**src/rtl/pc_fetch_ctrl.sv**
```systemverilog
// Instruction-fetch sequencer: owns the PC, runs the imem req/ack handshake,
// holds the fetched word for decode and computes the next PC on acceptance.
module pc_fetch_ctrl #(
    parameter logic [31:0] RESET_PC = 32'h0000_3000,
    parameter logic [31:0] IMEM_LO  = 32'h0000_3000,
    parameter logic [31:0] IMEM_HI  = 32'h0000_6FFC
) (
    input  logic        clk,
    input  logic        reset,
    output logic        imem_req,
    output logic [31:0] imem_addr,
    input  logic        imem_ack,
    input  logic [31:0] imem_rdata,
    output logic        instr_valid,
    output logic [31:0] instr,
    output logic [31:0] instr_pc,
    output logic [31:0] pc4,
    input  logic        instr_ready,
    input  logic [1:0]  br_type,
    input  logic        br_taken,
    input  logic [15:0] imm16,
    input  logic [25:0] imm26,
    input  logic [31:0] ra,
    input  logic        flush,
    input  logic [31:0] flush_pc,
    output logic        fault,
    output logic [31:0] retired
);

    typedef enum logic [2:0] {StIdle, StFetch, StHold, StDiscard, StFault} state_t;

    state_t      state;
    logic [31:0] pc;
    logic [31:0] pend_pc;
    logic [31:0] npc;
    logic [31:0] idle_pc;
    logic [31:0] disc_pc;

    function automatic logic legal(input logic [31:0] a);
        return (a[1:0] == 2'b00) && (a >= IMEM_LO) && (a <= IMEM_HI);
    endfunction

    assign pc4     = instr_pc + 32'd4;
    assign idle_pc = flush ? flush_pc : pc;
    // A flush landing on the ack cycle of a discard supersedes the pending target.
    assign disc_pc = flush ? flush_pc : pend_pc;

    // Next PC for the instruction currently held for decode.
    always_comb begin
        npc = pc4;
        case (br_type)
            2'b01:   npc = br_taken ? pc4 + {{14{imm16[15]}}, imm16, 2'b00} : pc4;
            2'b10:   npc = {instr_pc[31:28], imm26, 2'b00};
            2'b11:   npc = ra;
            default: npc = pc4;
        endcase
    end

    // Fetch state machine with registered handshake and decode outputs.
    always_ff @(posedge clk or negedge reset) begin
        if (!reset) begin
            state       <= StIdle;
            pc          <= RESET_PC;
            pend_pc     <= RESET_PC;
            imem_req    <= 1'b0;
            imem_addr   <= RESET_PC;
            instr_valid <= 1'b0;
            instr       <= 32'd0;
            instr_pc    <= RESET_PC;
            fault       <= 1'b0;
            retired     <= 32'd0;
        end else begin
            case (state)
                StIdle: begin
                    if (legal(idle_pc)) begin
                        pc        <= idle_pc;
                        imem_addr <= idle_pc;
                        imem_req  <= 1'b1;
                        state     <= StFetch;
                    end else begin
                        fault    <= 1'b1;
                        imem_req <= 1'b0;
                        state    <= StFault;
                    end
                end
                StFetch: begin
                    if (flush) begin
                        if (!imem_ack) begin
                            // Handshake still open: keep req/addr until the ack drains.
                            pend_pc <= flush_pc;
                            state   <= StDiscard;
                        end else if (legal(flush_pc)) begin
                            pc        <= flush_pc;
                            imem_addr <= flush_pc;
                        end else begin
                            fault    <= 1'b1;
                            imem_req <= 1'b0;
                            state    <= StFault;
                        end
                    end else if (imem_ack) begin
                        instr       <= imem_rdata;
                        instr_pc    <= pc;
                        instr_valid <= 1'b1;
                        imem_req    <= 1'b0;
                        state       <= StHold;
                    end
                end
                StHold: begin
                    if (flush || instr_ready) begin
                        instr_valid <= 1'b0;
                        if (!flush) begin
                            retired <= retired + 32'd1;
                        end
                        if (legal(flush ? flush_pc : npc)) begin
                            pc        <= flush ? flush_pc : npc;
                            imem_addr <= flush ? flush_pc : npc;
                            imem_req  <= 1'b1;
                            state     <= StFetch;
                        end else begin
                            fault <= 1'b1;
                            state <= StFault;
                        end
                    end
                end
                StDiscard: begin
                    if (imem_ack) begin
                        if (legal(disc_pc)) begin
                            pc        <= disc_pc;
                            imem_addr <= disc_pc;
                            state     <= StFetch;
                        end else begin
                            fault    <= 1'b1;
                            imem_req <= 1'b0;
                            state    <= StFault;
                        end
                    end else if (flush) begin
                        pend_pc <= flush_pc;
                    end
                end
                StFault: begin
                    fault       <= 1'b1;
                    imem_req    <= 1'b0;
                    instr_valid <= 1'b0;
                end
                default: begin
                    state <= StIdle;
                end
            endcase
        end
    end

endmodule

```
**config.mk**
```make
export PLATFORM = sky130hd
export DESIGN_NAME = pc_fetch_ctrl
export DESIGN_NICKNAME = d
export VERILOG_FILES = /design/src/rtl/pc_fetch_ctrl.sv
export SDC_FILE = /design/constraint.sdc
export NUM_CORES = 1
export LEC_CHECK = 0
export ABC_AREA = 1
export BUFFER_PORTS_ARGS = -buffer_cell sky130_fd_sc_hd__buf_2
export CAP_MARGIN = 5
export CORE_MARGIN = 1.5
export CORE_UTILIZATION = 55
export DETAILED_ROUTE_END_ITERATION = 8
export PLACE_DENSITY = 0.84
export SETUP_SLACK_MARGIN = 0.3
export SYNTH_ARGS = -nofsm -noshare
export SYNTH_HDL_FRONTEND = slang
export SYNTH_SLANG_ARGS = --single-unit
```
**constraint.sdc**
```tcl
create_clock -name clk -period 4.5 [get_ports clk]
set_input_delay 0.9 -clock clk [delete_from_list [all_inputs] [get_ports clk]]
set_output_delay 0.9 -clock clk [all_outputs]
set_load 0.01 [all_outputs]
```
# --- Word level (Yosys, flattened, before mapping) ---
# Index checks and enable logic that the tools add are counted.
totals:
  word_cells: 124
  regBits: 166
  output_inout_bits: 163
op_classes:
  order_cmp: 8
  eq_ne: 25
  reduce_logical: 26
  n_bitwise: 2
  addsub: 3
  mux: 51
op_table:
  columns: ["op", "n"]
  rows:
  - ["$mux 32", 15]
  - ["$ge 32x14->1 const B", 4]
  - ["$le 32x15->1 const B", 4]
  - ["$pmux 32 s4", 1]
  - ["$pmux 32 s3", 1]
  - ["$pmux 32 s2", 1]
  - ["$add 32x1->32 const B", 1]
  - ["$add 32x3->32 const B", 1]
  - ["$add 32x32->32", 1]
  - ["$ne 2x2->1 const B", 15]
  - ["$mux 3", 9]
  - ["$mux 1", 20]
  - ["$reduce_and 9->1", 2]
  - ["$pmux 3 s5", 1]
  - ["$pmux 1 s5", 2]
  - ["$logic_and 1x1->1", 8]
  - ["$logic_not 2->1", 4]
  - ["$reduce_and 4->1", 2]
  - ["$reduce_and 7->1", 1]
  - ["$eq 3x2->1 const B", 2]
  - ["$ne 3x3->1 const B", 2]
  - ["$reduce_and 3->1", 2]
  - ["$reduce_and 5->1", 1]
  - ["$reduce_bool 5->1", 1]
  - ["other kinds (12)", 14]

# --- Logic depth before layout (Yosys ltp) ---
# Gate-level depths: netlist of run 1.
depth:
  word_depth: 11
  depth_mapped: 34
  depth_no_buf: 32

# --- Worst setup path after synthesis of run 1 ---
# OpenSTA, ideal clock, no wires.
synth_path:
  kind: "reg2reg"
  from: "reg instr_pc[2]"
  to: "reg pc[14]"
  synth_period_minus_slack_ns: 3.823
  path_buffers: 2
  setup_time_ns: 0.117
  stages_incl_launch_ff: 32
  slack_ns: 0.677
  required_time_ns: 4.383
  arrival_ns: 3.706
  cell_sequence: "dfrtp_1 -> ha_1 -> buf_4 -> nand3_1 -> inv_1 -> nand2_1 -> inv_2 -> nand4_2 -> or2_0 -> nand2_1 -> inv_1 -> ha_1 -> nand2_1 -> nor2_1 -> inv_1 -> nor2_1 -> nand3_1 -> nand4_1 -> nand3_1 -> nand2_1 -> nand2_1 -> a21oi_1 -> nand2_1 -> nor2_1 -> nand2_1 -> nor2_2 -> nand2_1 -> nand2_4 -> nand2_2 -> buf_6 -> nand2_1 -> nand2_1"
synth_via:
  elab_chain_cells: 10
synth_lines:
  columns: ["item", "line_no", "source"]
  rows:
  - ["from (decl)", "16", "output logic [31:0] instr_pc,"]
  - ["from (signal assigned)", "102", "instr_pc <= pc;"]
  - ["$add 32x3->32 *", "43", "assign pc4 = instr_pc + 32'd4;"]
  - ["net pc4[22]", "17", "output logic [31:0] pc4,"]
  - ["$add 32x32->32", "52", "2'b01: npc = br_taken ? pc4 + {{14{imm16[15]}}, imm16, 2'b00} : pc4;"]
  - ["$mux 32", "52", null]
  - ["$pmux 32 s3 *", "51", "case (br_type)"]
  - ["$mux 32 *", "114", "if (legal(flush ? flush_pc : npc)) begin"]
  - ["$ge 32x14->1", "40", "return (a[1:0] == 2'b00) && (a >= IMEM_LO) && (a <= IMEM_HI);"]
  - ["$logic_and 1x1->1", "40", null]
  - ["$logic_and 1x1->1 *", "40", null]
  - ["$ne 2x2->1 (no source line) *", null, null]
  - ["$reduce_and 9->1 (no source line) *", null, null]
  - ["to (signal assigned)", "76", "pc <= idle_pc;"]
  - ["to (signal assigned)", "93", "pc <= flush_pc;"]
  - ["to (signal assigned)", "115", "pc <= flush ? flush_pc : npc;"]
  - ["to (decl)", "33", "logic [31:0] pc;"]
# The timed path passes the listed nets; every way through them passes the cells marked *. The select of a mux whose other input is x is not followed.
# A chain may end at the register's enable or synchronous reset.

# --- Worst setup path after layout of run 1 ---
layout_path:
  from: "reg instr_pc[16]"
  to: "reg imem_req"
layout_via:
  elab_chain_cells: 10
layout_lines:
  columns: ["item", "line_no", "source"]
  rows:
  - ["$add 32x3->32 *", "43", null]
  - ["$add 32x32->32", "52", null]
  - ["$mux 32", "52", null]
  - ["$pmux 32 s3 *", "51", null]
  - ["$mux 32 *", "114", null]
  - ["$ge 32x14->1", "40", null]
  - ["$logic_and 1x1->1", "40", null]
  - ["$logic_and 1x1->1 *", "40", null]
  - ["$ne 2x2->1 (no source line) *", null, null]
  - ["$reduce_and 7->1 (no source line) *", null, null]
  - ["to (signal assigned)", "65", "imem_req <= 1'b0;"]
  - ["to (signal assigned)", "78", "imem_req <= 1'b1;"]
  - ["to (signal assigned)", "82", "imem_req <= 1'b0;"]
  - ["to (decl)", "10", "output logic imem_req,"]
# Mark *: on every way between the ends. The rest lies on a longest branch, timed or not.

==> results.yml, run 1 <==
global_routing:
  grt_pass1_vias: 13900
  grt_first_pass_wirelength_microns: 74400
  antenna_found_initial: 0
  track_usage: 0.396
  grt_max_degree: 106
  grt_overflow: 0
clock_network:
  worstSkewPairLatency_ps: 420
  holdBufCountCts: 0
  root_buffer: "clkbuf_16"
  h-tree-depth: 4
  cts_tree: "done"
  clock_sinks: 166
  cts_buffers: 17
  path_clk_slew_ps: 70
  clk_path_buf_depth: 2
setup_path:
  slowest_delay_ps: 450
  crit_top_cell: "nand2_1"
  worst-path-max-fanout: 5
  cp_num_buf_inv: 3
  cp.arrival_ps: 4340
  critical-path-top-delay-family: "simple AND/OR/NAND/NOR gates"
  end_kind: "register"
  crit_path_top_delay_cell: "dfrtp_2"
  startpoint_type: "register"
  critPathKind: "register to register"
  critical_path_required_ps: 4820
synth:
  synth_ff_type: "dfrtp_1"
  synthAdderAreaFrac: 0.0339
  synthArstFlopShare: 1.00
  netlist_instances: 2029
  ys_ff_latch: 166
  syn_avg_cell_area_sq_um: 6.29
  synth_top_family_by_area: "simple AND/OR/NAND/NOR gates"
  yosys-top-cells-area: "dfrtp_1, nand2_1, inv_1"
  synth_area_sq_um: 12800
  yosysTopAreaCellShare: 0.314
  synth_cell_types: 53
  synth_compound_gate_area_share: 0.134
  yosysSeqAreaShare: 0.326
  yosysWarnings: 0
  synth.area.mux_share: 0
  synthesis.nets: 2209
  post-synth-top-area-cell: "dfrtp_1"
  synth-simple-area-share: 0.375
  synth_edf_count: 0
  synth_xor_area_frac: 0.0260
layout:
  final_cell_mix: "nand2_1, buf_2, inv_1"
  syn2layout_area_growth_pct: 25.6
  antenna_cells: 0
  fillers: 1982
  layout.nets: 2522
  drive_above_1_share: 0.234
  regArea_sq_um: 4170
  multi_input_area_sq_um: 7830
  final_common_cell: "nand2_1"
placed_design:
  dpl.hpwl_microns: 36600
  gp_congestion: 1.01
  port_buffers: 308
floorplan:
  dieArea_sq_um: 24100
  io_pins: 309
  fp.dieW_microns: 155
  core_sq_um: 22700
  die_h_microns: 155
  start_util: 0.562
  num_rows: 55
power_and_ir_drop:
  p_seq_frac: 0.361
  intPower_w: 0.00324
  p_sw_frac: 0.388
  p_clk_frac: 0.289
  p_sw_w: 0.00206
  leakage_nw: 8.99
  combPwrFrac: 0.351
  ir_drop_uv: 296
  power_density_nw_per_um2: 330
status:
  status: "completed"
route:
  vias: 14900
  vias_per_cell: 5.64
  wl_microns: 48300
  route.detailed.drc: 0
  wl_per_cell_microns: 18.3
  firstDrtPassIters: 6
  drt_iter0_drc: 1643
  antenna_left: 0
sta:
  setup_viol: 0
  clock_skew_ps: 8.50
  rsz0062_at_grt: "false"
  tns_ps: 0
  whs_ps: 469
  worst_pin_slew_ps: 1090
  period_needed_ps: 4020
  final-hold-violation-count: 0
  finalCritPeriodShare: 0.893
  fmax_ghz: 0.249
  timing.slew.headroom: 0.272
  slew_violations: 0
hold_path:
  hp-class: "register to register"
flow_run:
  max_cap_viol_count: 0
==> synthesized netlist by cell type, drive strengths merged (18+ instances only) <==
cell and instances:
nand2 811, inv 269, dfrtp 160, o21ai 146, nand3 133, nor2 126
a21oi 103, clkbuf 45, ha 33, nand4 29, buf 26, xor2 26
nor3 18
==> worst paths after layout <==
kind	to	slack, ps	from	cells past startpoint
setup / recovery	imem_req$_DFFE_PN0P_	480	instr_pc[16]$_DFFE_PN0P_	28
hold / removal	instr[11]$_DFFE_PN0P_	470	instr[11]$_DFFE_PN0P_	2
setup reg to reg	imem_req$_DFFE_PN0P_	480	instr_pc[16]$_DFFE_PN0P_	28
hold reg to reg	instr[11]$_DFFE_PN0P_	470	instr[11]$_DFFE_PN0P_	2
max in group asynchronous	pc[13]$_DFFE_PN1P_	2940	reset	2
min in group asynchronous	retired[11]$_DFFE_PN0P_	570	reset	1
==> power groups by stage <==
stage / combinational (W) / sequential, W / clock (W)
after global placement: 0.00163 / 0.00192 / 0
final: 0.00186 / 0.00191 / 0.00153
after detailed placement: 0.00165 / 0.00192 / 0
after global routing: 0.00205 / 0.00192 / 0.00158
after floorplan: 0.000949 / 0.00193 / 0
after CTS: 0.00169 / 0.00190 / 0.00152
==> layout make-up <==
type,count,share of cell area
sequential,166,0.260
inverter,271,0.0635
clock buffer,19,0.0283
clock inverter,13,0.00992
tap,285,0.0223
multi-input combinational,1523,0.489
timing repair buffer,363,0.127
==> worst min-delay path, cell delays in order (launching register included) <==
cell	delay (ps)
dfrtp_1	340
nand2_1	50
nand2_1	40
==> metrics by stage <==
step	utilization	total power, W	cell area [sq um]	instances	worst slack (ps)
2_1_floorplan	-	0.00288	12800	2029	677
3_3_place_gp	0.644	0.00355	14600	2584	-231
3_5_place_dp	0.644	0.00357	14600	2584	-250
4_1_cts	0.678	0.00511	15400	2621	303
5_1_grt	0.705	0.00555	16000	2640	256
6_report	0.705	0.00529	16000	2640	480
==> kinds of logic (layout without fill, tap and decap cells) <==
logic type	count (synthesis)	count (layout)
AND/OR/NAND/NOR	1144	1146
adder cells (fa/ha/maj)	34	34
buffers and inverters	342	666
AO/OA/AOI/OAI	306	306
flip-flops	166	166
XOR/XNOR	37	37
==> timing repair <==
item                                    in CTS  in global routing
buffers inserted                             5                 15
pin swaps                                    4                 22
endpoints found under the setup margin      36                 36
resized for setup                           23                108
gates cloned                                 0                  4
==> layer usage <==
| layer | routed length (microns) | up-vias | share of wire | track usage |
|---|---|---|---|---|
| met5 | 0 | - | 0 | 0 |
| met4 | 2050 | 0 | 0.042 | 0.154 |
| met3 | 4590 | 136 | 0.095 | 0.0738 |
| met2 | 22400 | 870 | 0.46 | 0.668 |
| met1 | 19200 | 6816 | 0.40 | 0.504 |
| li1 | - | 7077 | - | - |
==> sequential cells by signal (all words and copies together), names as in the netlist <==
name	flops
retired	32
pend_pc	32
instr_valid	1
fault	1
pc	32
instr	32
imem_req	1
instr_pc	32
state	3
Power figures use the tool's default switching activity.
==> inputs of run 2 (changes only) <==
CORE_UTILIZATION = 50   (was 55)
PLACE_DENSITY = 0.77   (was 0.84)
==> results.yml, run 2 (synthesis gave the netlist of run 1 again) <==
sta:
  clock_skew_ps: 11.4
  finalCritPeriodShare: 0.912
  timing.slew.headroom: 0.289
  fmax_ghz: 0.244
  setup_viol: 0
  rsz0062_at_grt: "true"
  worst_pin_slew_ps: 1060
  final-hold-violation-count: 0
  slew_violations: 0
  period_needed_ps: 4100
setup_path:
  crit_path_top_delay_cell: "dfstp_2"
  worst-path-max-fanout: 15
  reg2reg_from: "instr_pc[13]$_DFFE_PN1P_"
  critPathKind: "register to register"
  crit_top_cell: "nand2_2"
  startpoint: "instr_pc[13]$_DFFE_PN1P_"
  crit_path_end: "pc[27]$_DFFE_PN0P_"
  cp.arrival_ps: 4400
  r2r_cells: 25
  end_kind: "register"
  critical_path_required_ps: 4800
  slowest_delay_ps: 570
  r2r-end: "pc[27]$_DFFE_PN0P_"
  r2r_slack_ps: 400
  startpoint_type: "register"
global_routing:
  grt_overflow: 0
  antenna_found_initial: 0
  grt_max_degree: 90
  track_usage: 0.352
  grt_first_pass_wirelength_microns: 72100
  grt_pass1_vias: 13500
layout:
  finalInstanceArea_sq_um: 16200
  fin_util: 0.643
  final_cell_mix: "nand2_1, buf_2, inv_1"
  syn2layout_area_growth_pct: 26.7
  multi_input_area_sq_um: 7910
  layout.nets: 2523
  fillers: 2374
  regArea_sq_um: 4180
  drive_above_1_share: 0.247
  final_common_cell: "nand2_1"
  antenna_cells: 0
clock_network:
  path_clk_slew_ps: 70
  cts_buffers: 17
  worstSkewPairLatency_ps: 430
  clk_path_buf_depth: 2
  root_buffer: "clkbuf_16"
  clock_sinks: 166
  holdBufCountCts: 0
  cts_tree: "done"
  h-tree-depth: 4
floorplan:
  die_h_microns: 163
  dieArea_sq_um: 26500
  start_util: 0.508
  core_sq_um: 25100
  io_pins: 309
  num_rows: 58
  fp.dieW_microns: 163
route:
  wl_per_cell_microns: 17.7
  route.detailed.drc: 0
  vias: 14600
  antenna_left: 0
  vias_per_cell: 5.44
  wl_microns: 47500
  drt_iter0_drc: 1347
  firstDrtPassIters: 5
flow_run:
  max_cap_viol_count: 0
placed_design:
  placed_area_sq_um: 14700
  gp_congestion: 0.992
  dpl.hpwl_microns: 36900
  port_buffers: 308
power_and_ir_drop:
  leakage_nw: 8.98
  power_density_nw_per_um2: 323
  ir_drop_uv: 274
status:
  status: "completed"
hold_path:
  hp-class: "register to register"
run 2: cell types whose count changed in the layout (fill, tap and decap cells not counted), sizes merged:
cell / change
nand2: -2
buf: +2
clkinvlp: +1
bufinv: -1
clkinv: +1
run 2: how the worst min path moves through the flow:
stage,startpoint,to,slack [ps],cells past startpoint
floorplan,pend_pc[12]$_DFFE_PN1P_,pend_pc[12]$_DFFE_PN1P_,450,2
global placement,instr[1]$_DFFE_PN0P_,instr[1]$_DFFE_PN0P_,450,2
detailed placement,instr[18]$_DFFE_PN0P_,instr[18]$_DFFE_PN0P_,450,2
CTS,instr[18]$_DFFE_PN0P_,instr[18]$_DFFE_PN0P_,470,2
global route,pend_pc[13]$_DFFE_PN1P_,pend_pc[13]$_DFFE_PN1P_,490,2
finish,instr[18]$_DFFE_PN0P_,instr[18]$_DFFE_PN0P_,470,2
run 2: per-stage QoR:
stage | power [W] | worst slack, ps | TNS, ps | cells | hold slack [ps]
global placement | 0.00355 | -316 | -10090 | 2628 | 448
finish | 0.00522 | 396 | 0 | 2686 | 470
CTS | 0.00505 | 319 | 0 | 2664 | 471
global route | 0.00552 | 221 | 0 | 2686 | 488
detailed placement | 0.00357 | -281 | -8620 | 2628 | 454
floorplan | 0.00288 | 677 | 0 | 2029 | 448
run 2: worst max-delay path: cells and delay by family, from the launching register on:
family | cells | cell delay [ps]
DFF | 1 | 570
xor gates and xnor gates | 1 | 230
and+or+nand+nor | 19 | 2410
AOI/OAI and AO/OA | 1 | 110
buffers and inverters | 3 | 320
adders and majority gates | 1 | 310
run 2: power by group:
group	total, W	internal (W)	switching (W)	leakage [nW]
Sequential	0.00191	0.00171	0.000203	2.09
Clock	0.00145	0.000778	0.000668	0.273
Combinational	0.00186	0.000684	0.00118	6.61
Total	0.00522	0.00317	0.00205	8.98
run 2: layout make-up:
class | count | area share
sequential | 166 | 0.258
clock buffer | 18 | 0.0266
tap | 330 | 0.0256
inverter | 271 | 0.0633
multi-input combinational | 1521 | 0.490
timing repair buffer | 366 | 0.128
clock inverter | 14 | 0.00867
run 2: repair_timing:
| action | CTS | global route |
|---|---|---|
| gates cloned | 0 | 2 |
| buffers inserted | 4 | 20 |
| setup endpoints to repair | 36 | 36 |
| gates resized for setup | 33 | 142 |
| hold endpoints to repair | 0 | 0 |
| pin swaps | 5 | 30 |
run 2: per-layer routing:
layer	wire [microns]	vias to the layer above	GRT usage
met4	1870	0	0.139
met5	0	-	0
met1	19200	6680	0.458
met2	22100	707	0.581
li1	-	7103	-
met3	4280	113	0.0619
==> inputs of run 3 (changes only) <==
ABC_AREA = default   (was 1)
CORE_UTILIZATION = 35   (was 50)
PLACE_DENSITY = 0.59   (was 0.77)
==> results.yml, run 3 <==
status:
  status: "finished with violations"
  violations: "setup timing"
synth:
  synth_ff_type: "dfrtp_1"
  syn_avg_cell_area_sq_um: 8.70
  synth_area_sq_um: 11800
  ys_ff_latch: 166
  synth_cell_types: 94
  synth.most_common_cell: "nand2_1"
  synth_common_cells: "nand2_1, dfrtp_1, nor2_1, mux2_2, a21oi_1"
  post-synth-top-area-cell: "dfrtp_1"
  netlist_instances: 1351
  yosys-top-cells-area: "dfrtp_1, mux2_2, nand2_1"
  synthArstFlopShare: 1.00
  yosysSeqAreaShare: 0.354
  synth_edf_count: 0
  yosysWarnings: 0
  yosysTopAreaCellShare: 0.340
  synthesis.nets: 1531
clock_network:
  holdBufCountCts: 0
  cts_tree: "done"
  clk_path_buf_depth: 2
  cts_buffers: 17
  path_clk_slew_ps: 70
  h-tree-depth: 4
  root_buffer: "clkbuf_16"
  clock_sinks: 166
  worstSkewPairLatency_ps: 430
layout:
  finalInstanceArea_sq_um: 17200
  fillers: 3133
  syn2layout_area_growth_pct: 46.6
  antenna_cells: 0
  drive_above_1_share: 0.459
  layout.nets: 2059
  final_common_cell: "buf_2"
  final_cell_mix: "buf_2, buf_4, nand2_1"
route:
  wl_microns: 46600
  vias_per_cell: 5.51
  route.detailed.drc: 0
  antenna_left: 0
  wl_per_cell_microns: 20.0
  drt_iter0_drc: 773
  firstDrtPassIters: 5
  vias: 12900
sta:
  tns_ps: -2190
  timing.slew.headroom: 0.281
  fmax_ghz: 0.217
  slew_violations: 0
  worst_pin_slew_ps: 1080
  period_needed_ps: 4600
  clock_skew_ps: 10.3
  final-hold-violation-count: 0
  whs_ps: 472
  rsz0062_at_grt: "true"
  setup_ws_ps: -103
  setup_viol: 34
  finalCritPeriodShare: 1.02
placed_design:
  port_buffers: 308
  placed_area_sq_um: 15600
  dpl.hpwl_microns: 36600
  gp_congestion: 0.945
global_routing:
  grt_max_degree: 72
  grt_first_pass_wirelength_microns: 70400
  track_usage: 0.265
  grt_overflow: 0
  antenna_found_initial: 2
  grt_pass1_vias: 12400
floorplan:
  core_sq_um: 32800
  fp.dieW_microns: 186
  die_h_microns: 186
  num_rows: 66
  start_util: 0.359
  dieArea_sq_um: 34700
  io_pins: 309
setup_path:
  end_kind: "register"
  startpoint: "instr_pc[13]$_DFFE_PN1P_"
  reg2reg_from: "instr_pc[13]$_DFFE_PN1P_"
  startpoint_type: "register"
  critical_path_required_ps: 4850
  r2r-end: "pc[3]$_DFFE_PN0P_"
  r2r_slack_ps: -100
  r2r_cells: 17
  worst-path-max-fanout: 9
  cp.arrival_ps: 4960
  critPathKind: "register to register"
  crit_path_end: "pc[3]$_DFFE_PN0P_"
power_and_ir_drop:
  power_density_nw_per_um2: 209
  ir_drop_uv: 232
  leakage_nw: 8.32
flow_run:
  max_cap_viol_count: 0
hold_path:
  hp-class: "register to register"
## run 3: cell count changes in the layout (fill, tap and decap cells not counted), moves of 22 or more
cell / change
buf_4: +201
buf_6: +25
inv_1: -225
mux2_2: +94
nand2_1: -612
nand2_2: -28
nand3_1: -75
o21ai_0: -79
xnor2_1: +22
## run 3: what timing repair did
| item | CTS | global route |
|---|---|---|
| setup buffers | 33 | 7 |
| gates cloned | 0 | 3 |
| pin swaps | 30 | 8 |
| endpoints found under the setup margin | 36 | 37 |
| gates resized for setup | 103 | 32 |
## run 3: cells by family (layout without fill, tap and decap cells)
logic type | after synthesis | count (layout) | synth area share
adder cells (fa/ha/maj) | 34 | 34 | 0.0368
XOR/XNOR | 65 | 65 | 0.0484
multiplexers | 113 | 113 | 0.106
AO/OA/AOI/OAI | 363 | 363 | 0.206
flip-flops | 166 | 166 | 0.354
AND/OR/NAND/NOR | 498 | 498 | 0.208
buffers and inverters | 112 | 653 | 0.0409
## run 3: metrics by stage
step	util	instances	power [W]	worst slack [ps]
after floorplan	-	1351	0.00183	126
after global placement	0.477	2259	0.00216	-570
after detailed placement	0.477	2259	0.00216	-502
after CTS	0.518	2324	0.00363	13.9
after global routing	0.526	2334	0.00376	-301
final	0.526	2334	0.00361	-103
## run 3: worst min path at each step
stage / depth (start not counted) / start / end / slack, ps
6_report: 1 / fault$_DFFE_PN0P_ / fault$_DFFE_PN0P_ / 470
5_1_grt: 1 / fault$_DFFE_PN0P_ / fault$_DFFE_PN0P_ / 480
4_1_cts: 1 / fault$_DFFE_PN0P_ / fault$_DFFE_PN0P_ / 470
3_5_place_dp: 1 / fault$_DFFE_PN0P_ / fault$_DFFE_PN0P_ / 450
3_3_place_gp: 1 / fault$_DFFE_PN0P_ / fault$_DFFE_PN0P_ / 450
2_1_floorplan: 1 / pend_pc[10]$_DFFE_PN0P_ / pend_pc[10]$_DFFE_PN0P_ / 480
## run 3: final cells by class
class | instances | area (sq um) | area share
clock inverters | 13 | 138 | 0.00798
repair buffers | 596 | 3960 | 0.230
well taps | 442 | 553 | 0.0321
inverters | 25 | 93.8 | 0.00544
clock buffers | 19 | 443 | 0.0257
multi-input cells | 1073 | 7890 | 0.458
flip-flops and latches | 166 | 4170 | 0.242
## run 3: critical path: stages, from the launching register on
cell and delay [ps]:
dfstp_2 560, nand4_4 180, or3_4 450, buf_6 160
nor4_4 250, xor2_2 160, ha_4 340, nand4_1 180
a311oi_2 290, buf_4 170, nor2_2 50, xnor2_2 150
a2111o_1 500, a2111oi_4 420, and2_4 230, nand4_4 130
buf_12 180, a21oi_2 110
## run 3: report_power, final
| group | leakage, nW | internal, W | switching, W | total [W] |
|---|---|---|---|---|
| sequential | 2.14 | 0.00151 | 0.0000101 | 0.00152 |
| clock | 0.279 | 0.000794 | 0.000645 | 0.00144 |
| combinational | 5.90 | 0.000285 | 0.000371 | 0.000655 |
## run 3: routing by layer
| metal | vias up | GRT usage | wire (microns) |
|---|---|---|---|
| li1 | 6034 | - | - |
| met1 | 6262 | 0.341 | 20000 |
| met2 | 475 | 0.451 | 22500 |
| met3 | 84 | 0.0372 | 2690 |
| met4 | 2 | 0.104 | 1490 |
| met5 | - | 0 | 10 |
